--- src/rtl/lbm_step_scheduler_if.sv ---
// rtl/lbm_step_scheduler_if.sv - engine start/done handshakes and BRAM bank-owner select
interface lbm_step_scheduler_if;
  logic       collide_start_out;
  logic       collide_done_in;
  logic       stream_start_out;
  logic       stream_done_in;
  logic [1:0] bram_owner_out;

  modport master (
    output collide_start_out,
    output stream_start_out,
    output bram_owner_out,
    input  collide_done_in,
    input  stream_done_in
  );

  modport slave (
    input  collide_start_out,
    input  stream_start_out,
    input  bram_owner_out,
    output collide_done_in,
    output stream_done_in
  );
endinterface

--- src/rtl/lbm_step_scheduler.sv ---
// rtl/lbm_step_scheduler.sv - LBM timestep sequencer (collide then stream) with BRAM owner select
// Optional engine-wait watchdog enabled by defining LBM_WATCHDOG_EN.
module lbm_step_scheduler #(
  parameter int COUNT_W         = 16,
  parameter int STEPS_PER_FRAME = 1,
  parameter int SYNC_TO_FRAME   = 1,
  parameter int WD_CYCLES       = 1 << 20
) (
  input  logic                clk_in,
  input  logic                rst_in,
  input  logic                run_in,
  input  logic                step_in,
  input  logic                vsync_in,
  lbm_step_scheduler_if.master eng,
  output logic                busy_out,
  output logic                step_done_out,
  output logic [COUNT_W-1:0]  step_count_out,
  output logic                error_out
);

  localparam int BATCH_W = (STEPS_PER_FRAME < 1) ? 1 : $clog2(STEPS_PER_FRAME + 1);

  typedef enum logic [2:0] {
    IDLE, WAIT_SYNC, C_START, C_WAIT, S_START, S_WAIT, STEP_END, FAULT
  } state_t;

  state_t               state_q, state_d;
  logic                 single_q, single_d;
  logic [BATCH_W-1:0]   batch_q, batch_d;
  logic                 wd_expired;

  logic                 collide_start_d, stream_start_d, busy_d, step_done_d, error_d;
  logic [1:0]           owner_d;

`ifdef LBM_WATCHDOG_EN
  localparam int WD_W = $clog2(WD_CYCLES + 1);
  logic [WD_W-1:0] wd_q;

  // Cleared while in a start state so every wait begins counting from zero.
  always_ff @(posedge clk_in or negedge rst_in) begin
    if (!rst_in) begin
      wd_q <= '0;
    end else if (state_q == C_START || state_q == S_START) begin
      wd_q <= '0;
    end else if (state_q == C_WAIT || state_q == S_WAIT) begin
      wd_q <= wd_q + 1'b1;
    end
  end

  assign wd_expired = (wd_q == WD_W'(WD_CYCLES - 1));
`else
  logic unused_wd;
  assign unused_wd  = (WD_CYCLES > 0);
  assign wd_expired = 1'b0;
`endif

  always_ff @(posedge clk_in or negedge rst_in) begin
    if (!rst_in) begin
      state_q        <= IDLE;
      single_q       <= 1'b0;
      batch_q        <= '0;
      step_count_out <= '0;
    end else begin
      state_q  <= state_d;
      single_q <= single_d;
      batch_q  <= batch_d;
      if (state_d == STEP_END) begin
        step_count_out <= step_count_out + 1'b1;
      end
    end
  end

  always_comb begin
    state_d  = state_q;
    single_d = single_q;
    batch_d  = batch_q;
    case (state_q)
      IDLE: begin
        if (run_in) begin
          single_d = 1'b0;
          batch_d  = '0;
          state_d  = (SYNC_TO_FRAME != 0) ? WAIT_SYNC : C_START;
        end else if (step_in) begin
          single_d = 1'b1;
          batch_d  = '0;
          state_d  = C_START;
        end
      end
      WAIT_SYNC: begin
        if (!run_in) begin
          state_d = IDLE;
        end else if (vsync_in) begin
          batch_d = '0;
          state_d = C_START;
        end
      end
      C_START: state_d = C_WAIT;
      C_WAIT: begin
        if (eng.collide_done_in) state_d = S_START;
        else if (wd_expired)     state_d = FAULT;
      end
      S_START: state_d = S_WAIT;
      S_WAIT: begin
        if (eng.stream_done_in) begin
          batch_d = batch_q + 1'b1;
          state_d = STEP_END;
        end else if (wd_expired) begin
          state_d = FAULT;
        end
      end
      STEP_END: begin
        if (single_q || !run_in) begin
          state_d = IDLE;
        end else if (batch_q == BATCH_W'(STEPS_PER_FRAME)) begin
          // Without frame pacing a finished batch simply rolls into the next one.
          if (SYNC_TO_FRAME != 0) begin
            state_d = WAIT_SYNC;
          end else begin
            batch_d = '0;
            state_d = C_START;
          end
        end else begin
          state_d = C_START;
        end
      end
      FAULT:   state_d = FAULT;
      default: state_d = IDLE;
    endcase
  end

  // Outputs are decoded from the next state and registered, so they line up with state_q.
  always_comb begin
    collide_start_d = (state_d == C_START);
    stream_start_d  = (state_d == S_START);
    busy_d          = (state_d != IDLE);
    step_done_d     = (state_d == STEP_END);
`ifdef LBM_WATCHDOG_EN
    error_d         = (state_d == FAULT);
`else
    error_d         = 1'b0;
`endif
    case (state_d)
      C_START, C_WAIT: owner_d = 2'd1;
      S_START, S_WAIT: owner_d = 2'd2;
      default:         owner_d = 2'd0;
    endcase
  end

  always_ff @(posedge clk_in or negedge rst_in) begin
    if (!rst_in) begin
      eng.collide_start_out <= 1'b0;
      eng.stream_start_out  <= 1'b0;
      eng.bram_owner_out    <= 2'd0;
      busy_out              <= 1'b0;
      step_done_out         <= 1'b0;
      error_out             <= 1'b0;
    end else begin
      eng.collide_start_out <= collide_start_d;
      eng.stream_start_out  <= stream_start_d;
      eng.bram_owner_out    <= owner_d;
      busy_out              <= busy_d;
      step_done_out         <= step_done_d;
      error_out             <= error_d;
    end
  end

endmodule

--- src/flat_wrapper.sv ---
// flat-port wrapper written by rule: the top's interface ports become plain ports
module lbm_step_scheduler_flat 
#(
  parameter int COUNT_W         = 16,
  parameter int STEPS_PER_FRAME = 1,
  parameter int SYNC_TO_FRAME   = 1,
  parameter int WD_CYCLES       = 1 << 20
)
  (clk_in, rst_in, run_in, step_in, vsync_in, busy_out, step_done_out, step_count_out, error_out, eng_collide_start_out, eng_stream_start_out, eng_bram_owner_out, eng_collide_done_in, eng_stream_done_in);
  lbm_step_scheduler_if eng_i ();
  input  logic clk_in;
  input  logic rst_in;
  input  logic run_in;
  input  logic step_in;
  input  logic vsync_in;
  output logic busy_out;
  output logic step_done_out;
  output logic [COUNT_W-1:0] step_count_out;
  output logic error_out;
  output wire logic [$bits(eng_i.collide_start_out)-1:0] eng_collide_start_out;
  output wire logic [$bits(eng_i.stream_start_out)-1:0] eng_stream_start_out;
  output wire logic [$bits(eng_i.bram_owner_out)-1:0] eng_bram_owner_out;
  input wire logic [$bits(eng_i.collide_done_in)-1:0] eng_collide_done_in;
  input wire logic [$bits(eng_i.stream_done_in)-1:0] eng_stream_done_in;
  assign eng_collide_start_out = eng_i.collide_start_out;
  assign eng_stream_start_out = eng_i.stream_start_out;
  assign eng_bram_owner_out = eng_i.bram_owner_out;
  assign eng_i.collide_done_in = eng_collide_done_in;
  assign eng_i.stream_done_in = eng_stream_done_in;
  lbm_step_scheduler #(.COUNT_W(COUNT_W), .STEPS_PER_FRAME(STEPS_PER_FRAME), .SYNC_TO_FRAME(SYNC_TO_FRAME), .WD_CYCLES(WD_CYCLES)) u_core (.clk_in(clk_in), .rst_in(rst_in), .run_in(run_in), .step_in(step_in), .vsync_in(vsync_in), .eng(eng_i), .busy_out(busy_out), .step_done_out(step_done_out), .step_count_out(step_count_out), .error_out(error_out));
endmodule
--- config.mk ---
export PLATFORM = sky130hd
export DESIGN_NAME = lbm_step_scheduler_flat
export DESIGN_NICKNAME = d
export VERILOG_FILES = /design/src/rtl/lbm_step_scheduler_if.sv /design/src/rtl/lbm_step_scheduler.sv /design/src/flat_wrapper.sv
export SDC_FILE = /design/constraint.sdc
export NUM_CORES = 1
export LEC_CHECK = 0
export ABC_AREA = 0
export BUFFER_PORTS_ARGS = -buffer_cell sky130_fd_sc_hd__buf_4
export CORE_MARGIN = 4
export CORE_UTILIZATION = 44
export CTS_BUF_LIST = sky130_fd_sc_hd__clkbuf_8
export CTS_CLUSTER_DIAMETER = 120
export DETAILED_ROUTE_END_ITERATION = 8
export PLACE_DENSITY_LB_ADDON = 0.25
export SYNTH_ARGS = -nofsm -noshare
export SYNTH_HDL_FRONTEND = slang
export SYNTH_SLANG_ARGS = --single-unit
--- constraint.sdc ---
create_clock -name clk_in -period 2.15 [get_ports clk_in]
set_clock_uncertainty 0.1 [all_clocks]
set_input_delay 0.1075 -clock clk_in [delete_from_list [all_inputs] [get_ports clk_in]]
set_output_delay 0.1075 -clock clk_in [all_outputs]
set_load 0.01 [all_outputs]
==> flow_summary.ini, run 1 <==
[global_routing]
grt_pass1_wl_um = 4020
grtUsageMet1 = 0.190
grt_use_met2 = 0.223
busiest_layer = met2
grt_pass1_vias = 935
grt_max_degree = 28
overflow = 0
globalRouteMet3Util = 0.0248
antenna_found_initial = 0
grt_util_all_layers = 0.139

[placed_design]
globalplace.congestion = 0.901
dp_hpwl_um = 1780
portBuffers = 28

[critical_path]
end_kind = flip-flop
cp_max_fo = 11
cp-start-kind = flip-flop
r2r-start = u_core.state_q[0]
path_class = flip-flop to flip-flop
arrival_ns = 1.87
critPathRequiredTime_ns = 2.19
cp-startpoint = u_core.state_q[0]

[power_and_ir_drop]
p_leak_nw = 0.798
powerDensity_mw_per_mm2 = 1000
p_comb_frac = 0.328
p_sw_mw = 0.547
seqPwrFrac = 0.502
pwr-share-clk = 0.170
intPower_mw = 1.02
netSwitchingFraction = 0.348
irDropWorstVdd_mv = 0.599

[synth]
synth_ff_type = dfrtp_1
synth_area_leaders = dfrtp_1, xnor2_1, xor2_1
synth_edf_count = 0
async_flop_share = 1.00
synth_area_sq_mm = 0.00129
yosysWarnings = 0
avgSynthCellArea_sq_um = 10.8
yosys.area.top_type = dfrtp_1
syn_nets = 127
ys_ff_latch = 27
synth.distinct_cells = 38
syn_inst = 119
synth-seq-area-share = 0.525
yosysTopAreaCellShare = 0.525

[cts]
clock_path_buffers = 2
insertion_delay_ns = 0.26
clk_pin_slew_ns = 0.09
cts_sinks = 27
post-cts-setup-buffers = 0
cts_tree = built
numCtsBuffers = 3
hold_buffers = 2
h-tree-depth = 1
cts_resized = 0
root_buffer = clkbuf_8

[sta]
holdWs_ns = 0.0218
setup_viol = 0
rsz0062_at_grt = false
finalMaxSlewViolations = 0
max_clock_freq_mhz = 547
finalHoldViolCount = 0
min_period_over_period = 0.850
period_needed_ns = 1.83
final.setup.tns_ns = 0

[floorplan]
die_area_sq_mm = 0.00386
die_w_um = 62.1
core_sq_mm = 0.00278
rows = 19
start_util = 0.463
ios = 30
die_y_um = 62.1

[detailed_routing]
via_per_inst = 5.30
first_pass_iters = 4
ant_nets = 0
post_drt_wl_per_cell_um = 12.9
routed_wl_um = 2330
vias = 954
drt_iter0_markers = 28
route.detailed.drc = 0

[cells_and_area]
nFillCells = 255
layout_common_cells = buf_4, dfrtp_1, xnor2_1, nand2_1, nand3_1
diodes = 0
final_nets = 158
final_common_cell = buf_4
drive_gt1_frac = 0.235
syn_to_final_growth_pct = 22.0

[outcome]
status = finished clean

[worst_hold_path]
hold_start = step_in
hold_class = primary input to flip-flop

[flow_run]
max-cap-violations = 0
cells in the mapped netlist (2+ instances only):
master	number
dfrtp_1	27
xnor2_1	9
nand2_1	8
nand3_1	7
nor2_1	6
xor2_1	6
and3_1	5
a21oi_1	4
inv_1	4
o21ai_0	4
nand4_1	3
nor3_1	3
a31oi_1	2
and2_1	2
and4_1	2
buf_4	2
nand2b_1	2
nor3b_1	2
or3_1	2
cell families after synthesis:
kind of cell / synth area share
simple gates: 0.245
flops: 0.525
compound gates: 0.0768
xor+xnor: 0.102
buf+inv: 0.0389
fa+ha+maj: 0.00972
other cells: 0.00291
state kept, by name, summed over array words and instances (netlist names):
register / cells
u_core.batch_q: 1
u_core.eng.bram_owner_out: 2
u_core.busy_out: 1
u_core.state_q: 3
u_core.step_done_out: 1
u_core.eng.stream_start_out: 1
u_core.single_q: 1
u_core.eng.collide_start_out: 1
u_core.step_count_out: 16
through the flow:
stage          total power, mW  cells  setup WS (ns)  utilization  instance area (sq um)
6_report                  1.57    180          0.323        0.565                   1570
5_1_grt                   1.71    180          0.180        0.565                   1570
4_1_cts                   1.59    180          0.328        0.565                   1570
3_5_place_dp              1.32    174          0.346        0.541                   1510
3_3_place_gp              1.30    174          0.398        0.541                   1510
2_1_floorplan             1.15    119          0.529            -                   1290
metal layers:
layer | vias up | part of all wire
li1 | 472 | -
met1 | 453 | 0.45
met2 | 27 | 0.48
met3 | 2 | 0.060
met4 | 0 | 0.012
met5 | - | 0
power by group through the flow:
stage / sequential (mW) / clock, mW / combinational (mW)
floorplan: 0.738 / 0 / 0.410
detailed placement: 0.798 / 0 / 0.520
CTS: 0.788 / 0.277 / 0.525
finish: 0.788 / 0.268 / 0.516
global route: 0.815 / 0.300 / 0.593
global placement: 0.792 / 0 / 0.511
layout make-up:
| cell class | count | area (sq um) | share of cell area |
|---|---|---|---|
| repair buffers | 30 | 230 | 0.147 |
| multi-input cells | 83 | 562 | 0.358 |
| flip-flops and latches | 27 | 676 | 0.430 |
| well taps | 31 | 38.8 | 0.0247 |
| clock buffers | 3 | 41.3 | 0.0263 |
| inverters | 5 | 18.8 | 0.0120 |
| clock inverters | 1 | 3.75 | 0.00239 |
critical path, cell delays in order (launching register included):
cell      delay (ns)
dfrtp_1         0.53
nand2b_1        0.26
and3_4          0.19
o31a_1          0.28
or3_1           0.34
worst paths after layout:
path | to | slack, ns | depth (start not counted)
setup / recovery | u_core.busy_out | 0.32 | 4
hold / removal | u_core.single_q | 0.02 | 3
setup reg to reg | u_core.busy_out | 0.32 | 4
hold reg to reg | u_core.step_count_out[15] | 0.37 | 1
max in group asynchronous | u_core.state_q[1] | 1.52 | 2
min in group asynchronous | u_core.step_count_out[3] | 0.18 | 2
(Power assumes the default switching activity.)
==> run 2: changes to the inputs <==
==> constraint.sdc (replaced) <==
create_clock -name clk_in -period 1.7 [get_ports clk_in]
set_clock_uncertainty 0.1 [all_clocks]
set_input_delay 0.085 -clock clk_in [delete_from_list [all_inputs] [get_ports clk_in]]
set_output_delay 0.085 -clock clk_in [all_outputs]
set_load 0.01 [all_outputs]
==> run 2 against run 1 <==
Against the previous run: clock power up 31%; register-to-register slack worse by 0.25 ns; core utilization grew 3.2 points; flip-flop and latch count unchanged; largest cell class unchanged; power grew 39%; setup slack got worse by 0.25 ns; largest power group unchanged; first-iteration DRC count is 86% higher.
==> flow_summary.ini, run 2 (synthesis gave the netlist of run 1 again) <==
[outcome]
status = finished clean

[critical_path]
end_kind = flip-flop
critPathRequiredTime_ns = 1.76
path_class = flip-flop to flip-flop
cp-start-kind = flip-flop
arrival_ns = 1.68
cp_max_fo = 8

[sta]
holdWs_ns = 0.00453
finalHoldViolCount = 0
period_needed_ns = 1.62
setup_viol = 0
min_period_over_period = 0.956
rsz0062_at_grt = false
max_clock_freq_mhz = 616
final.setup.tns_ns = 0
finalMaxSlewViolations = 0

[global_routing]
antenna_found_initial = 0
grt_max_degree = 28
overflow = 0
grt_pass1_wl_um = 4350
grt_util_all_layers = 0.153
grt_pass1_vias = 956

[floorplan]
die_y_um = 62.1
ios = 30
die_area_sq_mm = 0.00386
rows = 19
die_w_um = 62.1
core_sq_mm = 0.00278
start_util = 0.463

[power_and_ir_drop]
p_total_mw = 2.19
p_leak_nw = 0.847
powerDensity_mw_per_mm2 = 1320
irDropWorstVdd_mv = 0.893

[cells_and_area]
top_regs = u_core.step_count_out x16, u_core.state_q x3, u_core.eng.bram_owner_out x2
fin_area_sq_mm = 0.00166
drive_gt1_frac = 0.308
layout_common_cells = buf_4, dfrtp_1, xnor2_1, nand2_1, nand3_1
final_common_cell = buf_4
largest_reg_flops = 16
regMostFlops = u_core.step_count_out
diodes = 0
final_nets = 168
final_cell_count_no_fill = 190
syn_to_final_growth_pct = 28.9

[placed_design]
dp_hpwl_um = 2000
dpl_cell_area_sq_mm = 0.00155
placedCellCount = 180
portBuffers = 28
globalplace.congestion = 0.927

[cts]
insertion_delay_ns = 0.27
root_buffer = clkbuf_8
cts_sinks = 27
cts_tree = built
clk_pin_slew_ns = 0.09
h-tree-depth = 1
clock_path_buffers = 2
numCtsBuffers = 3

[flow_run]
max-cap-violations = 0

[detailed_routing]
via_per_inst = 5.40
route.detailed.drc = 0
routed_wl_um = 2650
ant_nets = 0
vias = 1026
post_drt_wl_per_cell_um = 13.9
drt_iter0_markers = 52
first_pass_iters = 4

[worst_hold_path]
hold_class = primary input to flip-flop
run 2: metrics by stage:
step            util  worst slack, ns
2_1_floorplan      -           0.0789
3_3_place_gp   0.557           0.0368
3_5_place_dp   0.557          0.00805
4_1_cts        0.584         0.000186
5_1_grt        0.596          0.00388
6_report       0.596           0.0756
run 2: critical path, cell delays in order, from the launching register on:
cell and delay [ns]:
dfrtp_2 0.46, nand3b_4 0.16, and3_4 0.17, o31a_1 0.28
or3_1 0.34
run 2: layout make-up:
class / count / area [sq um]
Inverter: 5 / 21.3
Clock buffer: 3 / 41.3
Multi-Input combinational cell: 83 / 571
Sequential cell: 27 / 678
Fill cell: 243 / 1120
Timing Repair Buffer: 40 / 305
Clock inverter: 1 / 3.75
Tap cell: 31 / 38.8
run 2: layer usage:
| metal | GRT usage | part of all wire | vias up |
|---|---|---|---|
| met1 | 0.202 | 0.44 | 492 |
| met2 | 0.249 | 0.50 | 33 |
| li1 | - | - | 497 |
| met4 | 0.0545 | 0.014 | 0 |
| met3 | 0.0310 | 0.052 | 4 |
| met5 | 0 | 0 | - |
run 2: timing repair:
item	CTS	global route
resized for setup	1	4
buffers inserted	1	3
setup endpoints to repair	2	5
hold buffers	2	0
hold endpoints to repair	28	0
pin swaps	0	1
cloned	0	0
run 2: path summary, 6_finish.rpt:
kind / from / cells after the start / slack [ns] / endpoint
setup / recovery: u_core.state_q[1] / 4 / 0.08 / u_core.busy_out
hold / removal: step_in / 3 / 0.005 / u_core.single_q
setup reg to reg: u_core.state_q[1] / 4 / 0.08 / u_core.busy_out
hold reg to reg: u_core.step_count_out[15] / 1 / 0.37 / u_core.step_count_out[15]
max in group asynchronous: rst_in / 2 / 1.07 / u_core.state_q[2]
min in group asynchronous: rst_in / 2 / 0.16 / u_core.step_count_out[5]
run 2: where the power goes:
group | total (mW) | switching [mW] | internal [mW] | leakage (nW)
registers | 0.939 | 0.150 | 0.789 | 0.354
clock network | 0.351 | 0.190 | 0.162 | 0.0269
logic | 0.900 | 0.417 | 0.483 | 0.466
